`src/rtl/fpu_pkg.sv`:
```
// fpu_pkg: shared FPU opcodes and IEEE-754 single-precision constants
package fpu_pkg;
    typedef enum logic [2:0] {
        FOP_FEQ  = 3'd0,
        FOP_FLT  = 3'd1,
        FOP_FLE  = 3'd2,
        FOP_FMIN = 3'd3,
        FOP_FMAX = 3'd4
    } fop_e;
    localparam logic [31:0] FP_CANON_NAN = 32'h7FC00000;
    localparam logic [7:0]  FP_EXP_MAX   = 8'hFF;
endpackage

```
`src/rtl/fp_classify.sv`:
```
// fp_classify: combinational NaN/zero/magnitude classification of two singles
//   i_x1, i_x2      operands (IEEE-754 single)
//   o_nan1, o_nan2  operand is a NaN (quiet or signalling)
//   o_bothzero      both operands are +/-0
//   o_mag_lt        |x1| < |x2| (sign ignored)
//   o_mag_eq        |x1| == |x2|
module fp_classify
    import fpu_pkg::*;
(
    input  logic [31:0] i_x1,
    input  logic [31:0] i_x2,
    output logic        o_nan1,
    output logic        o_nan2,
    output logic        o_bothzero,
    output logic        o_mag_lt,
    output logic        o_mag_eq
);
    assign o_nan1     = i_x1[30:23] == FP_EXP_MAX && i_x1[22:0] != '0;
    assign o_nan2     = i_x2[30:23] == FP_EXP_MAX && i_x2[22:0] != '0;
    assign o_bothzero = i_x1[30:0] == '0 && i_x2[30:0] == '0;
    // Sign-magnitude layout makes the unsigned compare of bits 30:0 a magnitude compare
    assign o_mag_lt   = i_x1[30:0] < i_x2[30:0];
    assign o_mag_eq   = i_x1[30:0] == i_x2[30:0];
endmodule

```
`src/rtl/fcmp_unit.sv`:
```
// fcmp_unit: 2-stage pipelined FEQ/FLT/FLE/FMIN/FMAX unit with valid/ready
//   clk, rst             clock, asynchronous active-high reset
//   in_valid/in_ready    input handshake; op, x1, x2, tag accepted on transfer
//   out_valid/out_ready  output handshake; result and out_tag held while stalled
module fcmp_unit
    import fpu_pkg::*;
#(
    parameter int TAG_W = 5
) (
    input  logic             clk,
    input  logic             rst,
    input  logic             in_valid,
    output logic             in_ready,
    input  logic [2:0]       op,
    input  logic [31:0]      x1,
    input  logic [31:0]      x2,
    input  logic [TAG_W-1:0] tag,
    output logic             out_valid,
    input  logic             out_ready,
    output logic [31:0]      result,
    output logic [TAG_W-1:0] out_tag
);
    logic             r_s1_valid, r_s2_valid;
    logic [2:0]       r_op;
    logic [TAG_W-1:0] r_tag, r_out_tag;
    logic [31:0]      r_x1, r_x2, r_result;
    logic             r_nan1, r_nan2, r_bothzero, r_mag_lt, r_mag_eq;
    logic             w_nan1, w_nan2, w_bothzero, w_mag_lt, w_mag_eq;
    logic             w_s1_adv, w_any_nan, w_eq, w_lt;
    logic [31:0]      w_min, w_max, w_res;

    fp_classify u_cls (
        .i_x1      (x1),
        .i_x2      (x2),
        .o_nan1    (w_nan1),
        .o_nan2    (w_nan2),
        .o_bothzero(w_bothzero),
        .o_mag_lt  (w_mag_lt),
        .o_mag_eq  (w_mag_eq)
    );

    assign w_s1_adv  = !r_s2_valid || out_ready;
    assign in_ready  = !r_s1_valid || w_s1_adv;
    assign out_valid = r_s2_valid;
    assign result    = r_result;
    assign out_tag   = r_out_tag;

    always_comb begin
        w_any_nan = r_nan1 || r_nan2;
        w_eq      = (r_mag_eq && r_x1[31] == r_x2[31]) || r_bothzero;
        // Differing signs: negative side is smaller unless both are zero
        w_lt      = r_x1[31] != r_x2[31] ? r_x1[31] && !r_bothzero :
                    r_x1[31] ? !r_mag_lt && !r_mag_eq : r_mag_lt;
        w_min     = r_nan1 && r_nan2 ? FP_CANON_NAN : r_nan1 ? r_x2 : r_nan2 ? r_x1 :
                    r_bothzero ? {r_x1[31] | r_x2[31], 31'b0} : w_lt ? r_x1 : r_x2;
        w_max     = r_nan1 && r_nan2 ? FP_CANON_NAN : r_nan1 ? r_x2 : r_nan2 ? r_x1 :
                    r_bothzero ? {r_x1[31] & r_x2[31], 31'b0} : w_lt ? r_x2 : r_x1;
        w_res     = r_op == FOP_FEQ  ? {31'b0, !w_any_nan && w_eq} :
                    r_op == FOP_FLT  ? {31'b0, !w_any_nan && w_lt} :
                    r_op == FOP_FLE  ? {31'b0, !w_any_nan && (w_lt || w_eq)} :
                    r_op == FOP_FMIN ? w_min :
                    r_op == FOP_FMAX ? w_max : 32'b0;
    end

    always_ff @(posedge clk or posedge rst) begin
        if (rst) begin
            r_s1_valid <= 1'b0;
            r_s2_valid <= 1'b0;
            r_op       <= '0;
            r_tag      <= '0;
            r_x1       <= '0;
            r_x2       <= '0;
            r_nan1     <= 1'b0;
            r_nan2     <= 1'b0;
            r_bothzero <= 1'b0;
            r_mag_lt   <= 1'b0;
            r_mag_eq   <= 1'b0;
            r_result   <= '0;
            r_out_tag  <= '0;
        end else begin
            if (in_ready) begin
                r_s1_valid <= in_valid;
                if (in_valid) begin
                    r_op       <= op;
                    r_tag      <= tag;
                    r_x1       <= x1;
                    r_x2       <= x2;
                    r_nan1     <= w_nan1;
                    r_nan2     <= w_nan2;
                    r_bothzero <= w_bothzero;
                    r_mag_lt   <= w_mag_lt;
                    r_mag_eq   <= w_mag_eq;
                end
            end
            if (w_s1_adv) begin
                r_s2_valid <= r_s1_valid;
                if (r_s1_valid) begin
                    r_result  <= w_res;
                    r_out_tag <= r_tag;
                end
            end
        end
    end
endmodule

```
`config.mk`:
```
export PLATFORM = sky130hd
export DESIGN_NAME = fcmp_unit
export DESIGN_NICKNAME = d
export VERILOG_FILES = /design/src/rtl/fpu_pkg.sv /design/src/rtl/fp_classify.sv /design/src/rtl/fcmp_unit.sv
export SDC_FILE = /design/constraint.sdc
export NUM_CORES = 1
export LEC_CHECK = 0
export CORE_ASPECT_RATIO = 1.25
export CORE_MARGIN = 4
export CORE_UTILIZATION = 53
export DETAILED_ROUTE_END_ITERATION = 10
export PLACE_DENSITY_LB_ADDON = 0.05
export SETUP_SLACK_MARGIN = 0.2
export SLEW_MARGIN = 10
export SYNTH_ARGS = -nofsm -noshare
export SYNTH_HDL_FRONTEND = slang
export SYNTH_SLANG_ARGS = --single-unit
export TNS_END_PERCENT = 50
```
`constraint.sdc`:
```
create_clock -name clk -period 4.95 [get_ports clk]
set_input_delay 0.99 -clock clk [delete_from_list [all_inputs] [get_ports clk]]
set_output_delay 0.99 -clock clk [all_outputs]
set_load 0.05 [all_outputs]
```
==> impl_summary.md, run 1 <==
Floorplan
The die covers 13,300 µm². The core outline area is 11,200 µm². The width of the die is 104 µm. The count of standard-cell rows is 43. During I/O placement, the number of pins put on the boundary was 115. The starting utilization of the core area is 54.6%.

The die is 128 µm tall.

Flow run
The number of maximum-capacitance constraint violations is 0.

STA
The final hold violation count came to 0. The final setup violation count is 0. Setup repair after global routing left no endpoint under its margin.

The worst slew slack as a fraction of its limit is 20.0%. The number of max-slew violations in the final report is 0. After layout, the worst path uses 75.2% of the clock period. The slew at the pin closest to its max-slew limit is 1200 ps.

The final critical delay including setup and external delays is 3720 ps. The final clock skew is 4.54 ps. The setup TNS is 0 ps. The fmax is 269 MHz.

Yosys
The cell area that synthesis handed to floorplanning was 6110 µm². The number of enable-type register cells in the synthesized netlist is 0. The post-synthesis share of cell area spent on and, or, nand and nor gates is 16.1%. After synthesis, the largest area contributor takes up 47.5% of total cell area. The leading register cell type out of synthesis is sky130_fd_sc_hd__dfrtp_1. Counting every instance in the synthesized netlist gives 602. The synthesis-stage register bit count is 116. The proportion of synthesized flip-flops having asynchronous set or reset is 100%. The post-synth net total is 711.

The mean cell area of the mapped netlist is 10.2 µm². The compound-cell area share of the yosys netlist is 16.0%. Of the total synthesized cell area, the portion taken by full adders, half adders and majority gates is 6.76%. Yosys attributes the largest share of cell area to sky130_fd_sc_hd__dfrtp_1 (48%), sky130_fd_sc_hd__mux2_2 (7.6%), sky130_fd_sc_hd__ha_1 (6.8%). Of the total synthesized cell area, the portion taken by XOR and XNOR cells is 0.410%. sky130_fd_sc_hd__dfrtp_1 takes more of the synthesized area than any other cell. The dominant combinational cell family by area after synthesis is simple AND/OR/NAND/NOR gates. During synthesis, Yosys emitted a total of 0 warnings.

The portion of synthesized area spent on multiplexers is 8.05%. The post-synthesis sequential area ratio is 47.5%. The number of distinct standard cells referenced by the synthesized netlist is 61.

Finish
Once layout is complete, the cells apart from fillers number 857. Across the whole layout, storage elements account for 2900 µm². The library cells used most frequently in the layout, excluding fill and tap cells, are sky130_fd_sc_hd__dfrtp_1 (116), sky130_fd_sc_hd__clkdlybuf4s50_1 (114), sky130_fd_sc_hd__nand2_1 (98). The most common cell after layout, fill and taps aside is sky130_fd_sc_hd__dfrtp_1. The area growth from synthesis to layout is 30.1%. The number of fillers in the final layout is 858. The diode insertion count for antenna repair is 0. The share of post-route cells with drive strength above 1 is 11.9%. At the end of the flow, the number of nets in the layout was 818. Once layout is complete, the utilization of the core stands at 71.0%. In the final layout, the multi-input gates occupy 2900 µm².

Setup path
The worst setup path is captured at a primary output. The peak fanout along the critical path is 5. STA puts the critical path data arrival time at 2730 ps. The worst setup path is launched from a primary input. Measured in cells, the most critical reg-to-reg path has a length of 7.

Data on the critical path is required at its endpoint by 3960 ps. The start-to-end type of the worst setup path is in2out.

Detailed routing
The total vias in the final route is 5,144. Wires add up to 16,100 µm. The average routed wire per standard cell is 18.8 µm. For this run, design rule violations remaining after detail routing come to 0. The count of antenna-violating nets left after detailed routing is 0. After detailed routing, the number of vias per cell comes to 6.00.

The detailed router finished its first iteration with 215 violations. The number of search-and-repair iterations in the first detailed-routing pass is 5.

Placed design
After legalization and detailed placement, the total HPWL measured 11,500 µm. The final weighted congestion of routability-driven global placement is 0.883. During placement, the flow inserted port buffers numbering 114. Counting tap cells, the placed design contains a total of 825 instances.

CTS
The number of CTS-inserted buffers is 17. The buffer count from post-CTS setup fixing is 0. The level count of the clock H-tree is 4. The longest clock path from root to sink contains 2 buffers. Clock tree synthesis selected as its root buffer the cell sky130_fd_sc_hd__clkbuf_16.

The clock-pin slew of the registers on the worst-case setup and hold paths is 50 ps. The clock sink count is 116. In this run, post-CTS hold repair placed 0 buffers.

TritonCTS built the clock tree. After clock tree synthesis, the repair step resized 0 gates. The clock reaches the later pin of the worst-skew pair after 410 ps.

Min path
The kind of path behind the tightest hold check is reg2reg. The worst hold path was traced through 2 stages.

Global route
The initial antenna violation count is 0. For this run the aggregate overflow at the end of global routing stands at 0. For this run, the total global-route usage over all layers was measured as 25.3%. The via count of the first global-routing pass is 5,410.

The largest net degree at the start of global routing is 113. The first global-routing pass estimated 26,700 µm of wire.

Power and ir drop
Summing internal, switching and leakage power gives 0.00347 W. The cell leakage power is 3.55 nW. The maximum VDD drop is 243 µV. Dividing total power by cell area gives a power density of 437 nW/µm².

Run status
The run finished with clean final reports.
cell type report:
class,count,share of cell area [%]
well taps,135,2.13
flip-flops and latches,116,36.5
multi-input cells,415,36.5
inverters,40,1.92
repair buffers,119,14.8
clock buffers,22,5.84
clock inverters,10,2.24
path summary, 6_finish.rpt:
check	startpoint	endpoint	slack [ps]
min in group asynchronous	rst	result[19]$_DFFE_PP0P_	970
max in group asynchronous	rst	r_x1[1]$_DFFE_PP0P_	3090
worst min register to register	r_tag[0]$_DFFE_PP0P_	out_tag[0]$_DFFE_PP0P_	460
worst max register to register	r_x1[31]$_DFFE_PP0P_	result[15]$_DFFE_PP0P_	2020
worst min-delay path	r_tag[0]$_DFFE_PP0P_	out_tag[0]$_DFFE_PP0P_	460
worst max-delay path	out_ready	in_ready	1230
registers in the layout, summed over array words and instances (netlist names):
name,count
r_mag_lt,1
r_s1_valid,1
r_x1,32
r_x2,32
result,32
out_valid,1
out_tag,5
r_nan2,1
r_tag,5
r_nan1,1
r_mag_eq,1
r_bothzero,1
r_op,3
cells by family after synthesis:
| logic type | after synthesis |
|---|---|
| buffers and inverters | 71 |
| DFF | 116 |
| and+or+nand+nor | 200 |
| AOI/OAI and AO/OA | 136 |
| adders and majority gates | 33 |
| xor gates and xnor gates | 2 |
| muxes | 44 |
power breakdown:
part	switching [W]	internal (W)	total (W)	leakage, nW
logic	0.000545	0.000370	0.000915	1.80
clock network	0.000434	0.000916	0.00135	0.314
registers	0.000104	0.00110	0.00120	1.44
total	0.00108	0.00239	0.00347	3.55
cell usage after synthesis (all sizes together), types with 3 or more instances:
| master | count |
|---|---|
| nand3 | 7 |
| clkbuf | 15 |
| and3 | 3 |
| a21oi | 14 |
| dfrtp | 116 |
| nor2 | 12 |
| inv | 40 |
| mux2i | 3 |
| o21a | 3 |
| and2 | 23 |
| nor4 | 17 |
| buf | 16 |
| nor3b | 3 |
| a221o | 21 |
| a21o | 4 |
| a31oi | 9 |
| nor3 | 8 |
| o21ai | 41 |
| nor2b | 4 |
| o211ai | 9 |
| a22oi | 7 |
| nand4 | 13 |
| nand2 | 99 |
| mux2 | 41 |
| ha | 33 |
| nand2b | 4 |
per-stage QoR:
stage	hold WS (ps)	worst slack, ps	cell area, µm²
global route	482	1120	7950
floorplan	433	888	6110
detailed placement	447	1230	7310
global placement	443	1330	7310
CTS	461	1220	7950
finish	459	1230	7950
worst max-delay path, cell delays in order:
cell                              delay, ps
sky130_fd_sc_hd__clkdlybuf4s50_1        420
sky130_fd_sc_hd__nor2b_1                340
sky130_fd_sc_hd__nand2_1                230
sky130_fd_sc_hd__clkdlybuf4s50_1        750
routing by layer:
layer / vias to the layer above / wire length [µm] / global-route usage (%)
met5: - / 0 / 0
met4: 0 / 423 / 11.0
met3: 34 / 754 / 5.74
met2: 162 / 8420 / 45.2
met1: 2544 / 6540 / 29.3
li1: 2404 / - / -
Power figures use the tool's default switching activity.
==> inputs of run 2 (changes only) <==
Settings changed: CORE_UTILIZATION 53 to 48.
Clock period 4.95 ns to 3 ns, I/O delays scaled along.
==> impl_summary.md, run 2 (same netlist as run 1, synthesis figures left out) <==
Run status
The run finished with clean final reports.

Global route
The initial antenna violation count is 0 (unchanged). The largest net degree at the start of global routing is 55 (-51%). The met3 track utilization from global routing is 4.72% (-1.0 points). met2 is the most crowded layer. The via count of the first global-routing pass came to 5,303 (-2.0%).

The overall track demand over capacity in global routing was 23.4% (-1.9 points). The wire length of the first global-routing pass is 26,700 µm (about the same). The global routing met2 resource utilization is 40.6% (-4.6 points). The global route total overflow is 0 (unchanged). The met1 capacity usage during global routing came to 28.6% (-0.74 points).

CTS
The clock-pin slew of the registers on the worst-case setup and hold paths came to 50 ps (about the same). The clock sink count is 116 (unchanged). The number of CTS-inserted buffers is 17 (unchanged).

The buffer count from post-CTS setup fixing is 0 (unchanged). The number of buffers inserted for hold repair after clock tree synthesis was 0 (unchanged). The count of cells resized by post-cts repair is 0 (unchanged). The root buffer cell is sky130_fd_sc_hd__clkbuf_16. The level count of the clock H-tree is 4 (unchanged).

The CTS tree is yes. The number of buffers on the longest clock path is 2 (unchanged). The clock latency at the later pin of the worst-skew pair is 410 ps (about the same).

Power and ir drop
The net switching power of the design is 0.00180 W (+66%). The maximum VDD drop is 448 µV (+84%). The internal power is 0.00389 W (+63%). The total power draw came to 0.00569 W (+64%).

The share of power burned in the clock network is 38.0% (-0.9 points). The share of total power consumed by net switching is 31.6% (+0.44 points). The part of the total power dissipated in combinational logic came to 27.1% (+0.7 points). The fraction of power consumed by sequential logic is 34.9% (+0.2 points). The total power divided by cell area is 697 nW/µm² (+60%). The cell leakage power was 3.64 nW (+2.5%).

Detailed routing
The count of antenna-violating nets left after detailed routing came to 0 (unchanged). The number of search-and-repair iterations in the first detailed-routing pass is 5 (unchanged). The remaining routing DRC violations is 0 (unchanged). The ratio of routed vias to standard cells is 5.66 (-5.7%). The total vias in the final route is 5,099 (-0.87%).

The final routed wirelength across all metal layers was 16,300 µm (+1.3%). The average routed wire per standard cell came to 18.1 µm (-3.7%). The iteration-0 DRC count of the detailed router is 206 (-4.2%).

STA
The setup TNS came to 0 ps (unchanged). The fmax is 388 MHz. The slew at the pin closest to its max-slew limit is 663 ps (-536 ps).

The final hold violation count is 0 (unchanged). The final critical delay including setup and external delays is 2580 ps. The number of max-slew violations in the final report came to 0 (unchanged).

The final clock skew is 8.48 ps (+3.94 ps). Dividing the final minimum period by the clock period gives 85.9%. The final setup violation count is 0 (unchanged). The worst slew slack as a fraction of its limit is 55.7% (+36 points). Setup repair after global routing left no endpoint under its margin.

Flow run
The number of maximum-capacitance constraint violations came to 0 (unchanged).

Setup path
The signal on the critical path passes through inv_1, ha_1, nor4b_1, o31ai_1, nand3_2, a21oi_2, buf_4, a221o_1. The startpoint type of the worst setup path is a flip-flop. Among all stages on the critical path, the largest delay is contributed by sky130_fd_sc_hd__nor4b_1. The endpoint kind of the worst setup timing path is a flip-flop.

The top cell family by delay on the critical path is simple AND/OR/NAND/NOR gates. The data arrival time at the worst-slack endpoint came to 2860 ps (+130 ps). The setup slack of the most critical reg-to-reg path is 420 ps (-1600 ps).

The worst register-to-register path ends at result[12]$_DFFE_PP0P_. The count of cells along the worst register-to-register path is 8 (+1). The worst stage delay on the critical path was 570 ps (-180 ps). The setup path with the least slack is of type reg2reg. The worst path required time is 3280 ps (-680 ps).

The peak fanout along the critical path came to 21 (+16). The number of buffer and inverter instances along the worst setup path is 2 (unchanged). The worst register-to-register path begins at r_x2[31]$_DFFE_PP0P_.

Floorplan
The width of the die came to 109 µm (+4.7%). The starting utilization of the core area is 49.6% (-5.0 points). The count of standard-cell rows is 45 (+4.7%). The core outline area was 12,300 µm² (+10%).

The boundary pin count is 115 (unchanged). The die footprint is 14,600 µm² (+9.7%). The overall die height was 134 µm (+4.8%).

Finish
The most common cell after layout, fill and taps aside is sky130_fd_sc_hd__dfrtp_1. The final net count is 833 (+1.8%). The diode insertion count for antenna repair is 0 (unchanged). The finished layout cell area is 8160 µm² (+2.7%). The utilization of the core after routing is 66.2% (-4.8 points). The area growth from synthesis to final layout is 33.6%.

The share of post-route cells with drive strength above 1 is 14.2% (+2.3 points). Leaving out fill and tap cells, the most frequent cells in the layout are sky130_fd_sc_hd__dfrtp_1 (116), sky130_fd_sc_hd__clkdlybuf4s50_1 (113), sky130_fd_sc_hd__nand2_1 (98).

Placed design
The count of port buffers added during placement came to 114 (unchanged). The final weighted congestion of routability-driven global placement was 0.895 (+1.4%). The post-placement cell area is 7530 µm² (+3.0%). The detailed placer's ending HPWL is 12,300 µm (+7.4%).

Min path
The worst hold path terminates at out_tag[2]$_DFFE_PP0P_. The kind of path behind the tightest hold check is reg2reg. The number of cells on the worst hold path is 2 (unchanged). The worst hold path begins at r_tag[2]$_DFFE_PP0P_.
run 2: changes by cell type in the layout (fill, tap and decap cells not counted), sizes merged:
cell	delta
clkinv	+3
clkinvlp	+2
bufinv	-1
buf	+16
inv	-1
clkbuf	-3
clkdlybuf4s50	-1
run 2: metrics by stage:
step | instances | setup slack (ps) | hold WS (ps)
2_1_floorplan | 602 | 522 | 433
3_3_place_gp | 869 | 364 | 443
3_5_place_dp | 869 | 271 | 459
4_1_cts | 901 | 435 | 472
5_1_grt | 901 | 218 | 493
6_report | 901 | 422 | 466
run 2: area by class of cell:
| type | count | area [µm²] |
|---|---|---|
| Sequential cell | 116 | 2900 |
| Multi-Input combinational cell | 415 | 2900 |
| Fill cell | 1017 | 4170 |
| Clock buffer | 19 | 453 |
| Inverter | 40 | 154 |
| Tap cell | 164 | 205 |
| Clock inverter | 13 | 181 |
| Timing Repair Buffer | 134 | 1360 |
run 2: worst max path at each step:
stage / slack, ps / cells past startpoint / to / start
after floorplan: 520 / 6 / r_x1[10]$_DFFE_PP0P_ / out_valid$_DFFE_PP0P_
after CTS: 430 / 8 / result[12]$_DFFE_PP0P_ / r_x2[31]$_DFFE_PP0P_
final: 420 / 8 / result[12]$_DFFE_PP0P_ / r_x2[31]$_DFFE_PP0P_
after detailed placement: 270 / 8 / r_mag_lt$_DFFE_PP0P_ / x2[30]
after global placement: 360 / 8 / r_mag_lt$_DFFE_PP0P_ / x2[27]
after global routing: 220 / 8 / result[7]$_DFFE_PP0P_ / r_x2[31]$_DFFE_PP0P_
run 2: power groups by stage:
stage	combinational (W)	clock, W	sequential (W)
floorplan	0.000639	0	0.00234
global placement	0.00153	0	0.00200
detailed placement	0.00155	0	0.00201
CTS	0.00156	0.00220	0.00198
global route	0.00167	0.00228	0.00202
finish	0.00154	0.00216	0.00198
run 2: worst min-delay path: cells and delay by family, from the launching register on:
family           cells  cell delay, ps
DFF                  1             340
and+or+nand+nor      2             100
run 2: metal layers:
layer	share of wire (%)	up-vias	wire, µm
met1	40	2496	6570
li1	-	2429	-
met3	5.0	28	823
met5	0	-	0
met4	1.9	0	316
met2	53	146	8630
==> inputs of run 3 (changes only) <==
Settings changed: CORE_ASPECT_RATIO 1.25 to unset.
==> impl_summary.md, run 3 (same netlist as run 1, synthesis figures left out) <==
CTS
The number of buffers inserted for hold repair after clock tree synthesis was 0 (unchanged). The clock-pin slew of the registers on the worst-case setup and hold paths is 50 ps (about the same). The CTS tree is yes. The count of cells resized by post-cts repair was 0 (unchanged). The number of CTS-inserted buffers is 17 (unchanged). The clock sink count is 116 (unchanged).

The level count of the clock H-tree is 4 (unchanged). The clock latency at the later pin of the worst-skew pair is 410 ps (about the same). The buffer count from post-CTS setup fixing is 0 (unchanged). The tree is rooted in a sky130_fd_sc_hd__clkbuf_16.

The number of buffers on the longest clock path was 2 (unchanged).

Floorplan
The die footprint is 14,600 µm² (about the same). The overall die height is 121 µm (-9.9%). The count of standard-cell rows was 40 (-11%).

The starting utilization of the core area was 50.0% (+0.48 points). The width of the die is 121 µm (+11%). The core outline area was 12,200 µm² (-0.96%).

The boundary pin count is 115 (unchanged).

Detailed routing
The average routed wire per standard cell is 18.1 µm (-0.39%). The count of antenna-violating nets left after detailed routing came to 0 (unchanged). The number of search-and-repair iterations in the first detailed-routing pass is 5 (unchanged). The iteration-0 DRC count of the detailed router is 366 (+78%).

The ratio of routed vias to standard cells is 5.67 (+0.18%). The remaining routing DRC violations is 0 (unchanged). The total vias in the final route is 5,080 (-0.37%).

The final routed wirelength across all metal layers is 16,200 µm (-0.94%).

Global route
The wire length of the first global-routing pass is 26,800 µm (+0.18%). The global route total overflow is 0 (unchanged). The overall track demand over capacity in global routing is 23.1% (-0.30 points). The via count of the first global-routing pass is 5,317 (+0.26%). The largest net degree at the start of global routing is 117 (+110%).

The initial antenna violation count is 0 (unchanged).

Setup path
The worst path required time is 3290 ps (about the same). The data arrival time at the worst-slack endpoint is 2910 ps (+50 ps). Walking the worst path, the cells encountered are inv_1, ha_1, and3b_1, or4_4, nand3_2, a21oi_2, buf_4, a221o_1. The count of cells along the worst register-to-register path came to 8 (unchanged).

The endpoint identified for the worst register-to-register timing path is result[7]$_DFFE_PP0P_. For this design, the slowest cell found on the critical path is sky130_fd_sc_hd__or4_4. The worst stage delay on the critical path is 580 ps (about the same). The start-to-end type of the worst setup path is reg2reg. The worst reg2reg path startpoint is r_x2[31]$_DFFE_PP0P_. The worst setup path is launched from a flip-flop. The peak fanout along the critical path came to 21 (unchanged). The worst setup path is captured at a flip-flop. The setup slack of the most critical reg-to-reg path came to 370 ps (-50 ps).

Placed design
The final weighted congestion of routability-driven global placement was 0.896 (about the same). The number of placed cells counting well taps is 865 (-0.46%). The detailed placer's ending HPWL was 11,900 µm (-3.3%). The count of port buffers added during placement is 114 (unchanged).

Min path
The number of cells on the worst hold path came to 2 (unchanged). The end of the worst hold path is out_tag[3]$_DFFE_PP0P_. The kind of path behind the tightest hold check is reg2reg.

The startpoint identified for the worst hold timing path is r_tag[3]$_DFFE_PP0P_.

Finish
The area growth from synthesis to final layout is 32.8%. The non-filler instance count after layout is 896 (-0.55%). Leaving out fill and tap cells, the most frequent cell in the layout is sky130_fd_sc_hd__dfrtp_1. The top cell types in the final layout, fill and taps aside, are sky130_fd_sc_hd__dfrtp_1 (116), sky130_fd_sc_hd__clkdlybuf4s50_1 (113), sky130_fd_sc_hd__nand2_1 (98). The diode insertion count for antenna repair is 0 (unchanged).

The number of fillers in the final layout came to 1,030 (+1.3%). The utilization of the core after routing came to 66.4% (+0.24 points). The final net count is 825 (-0.96%). The share of post-route cells with drive strength above 1 is 13.3% (-0.92 points).

STA
The final hold violation count was 0 (unchanged). The worst slew slack as a fraction of its limit is 52.3% (-3.3 points). The post-route fraction of the period consumed by the critical path is 87.6% (+1.6 points). The setup TNS came to 0 ps (unchanged). The final setup violation count is 0 (unchanged). The fmax came to 381 MHz (-1.8%). Setup repair after global routing left no endpoint under its margin. The final clock skew is 11.6 ps (+3.09 ps).

The final critical delay including setup and external delays is 2630 ps (+48.4 ps). The slew at the pin closest to its max-slew limit was 709 ps (+46.1 ps). The number of max-slew violations in the final report is 0 (unchanged).

Run status
The flow ran to the end, and the final reports show no timing, DRC or antenna violations.

Power and ir drop
The total power draw is 0.00573 W (+0.81%). The maximum VDD drop is 408 µV (-8.9%). The cell leakage power is 3.62 nW (-0.69%).

The total power divided by cell area came to 707 nW/µm² (+1.4%).

Flow run
The number of maximum-capacitance constraint violations is 0 (unchanged).
run 3: final cells by class:
| type | instances | area (µm²) | share of cell area [%] |
|---|---|---|---|
| clock buffer | 20 | 467 | 5.75 |
| clock inverter | 11 | 180 | 2.22 |
| inverter | 40 | 154 | 1.90 |
| multi-input combinational | 415 | 2910 | 35.9 |
| sequential | 116 | 2900 | 35.8 |
| tap | 168 | 210 | 2.59 |
| timing repair buffer | 126 | 1290 | 15.9 |
run 3: layer usage:
metal  up-vias  global-route usage, %  routed length (µm)
met3        26                   5.05                 656
met5         -                      0                   0
li1       2405                      -                   -
met2       140                   38.2                8090
met1      2509                   29.8                7140
met4         0                   8.71                 302
run 3: worst max-delay path: cells and delay by family, from the launching register on:
kind | cells | cell delay, ps
fa+ha+maj | 1 | 370
flops | 1 | 420
compound gates | 2 | 460
simple gates | 3 | 920
buf+inv | 2 | 310
run 3: where the power goes:
group	internal [W]	switching (W)
clock	0.00152	0.000683
combinational	0.000633	0.000907
sequential	0.00182	0.000170
total	0.00397	0.00176
run 3: stage by stage:
step | worst slack (ps) | area [µm²] | hold slack (ps)
final | 373 | 8110 | 465
after global routing | 253 | 8110 | 495
after CTS | 392 | 8110 | 467
after detailed placement | 349 | 7460 | 454
after global placement | 400 | 7460 | 445
after floorplan | 522 | 6110 | 433
run 3: worst max path at each step:
| stage | start | cells past startpoint | to |
|---|---|---|---|
| 6_report | r_x2[31]$_DFFE_PP0P_ | 8 | result[7]$_DFFE_PP0P_ |
| 5_1_grt | r_x2[31]$_DFFE_PP0P_ | 8 | result[7]$_DFFE_PP0P_ |
| 4_1_cts | r_x2[31]$_DFFE_PP0P_ | 8 | result[7]$_DFFE_PP0P_ |
| 3_5_place_dp | x2[29] | 8 | r_mag_lt$_DFFE_PP0P_ |
| 3_3_place_gp | x2[29] | 8 | r_mag_lt$_DFFE_PP0P_ |
| 2_1_floorplan | out_valid$_DFFE_PP0P_ | 6 | r_x1[10]$_DFFE_PP0P_ |
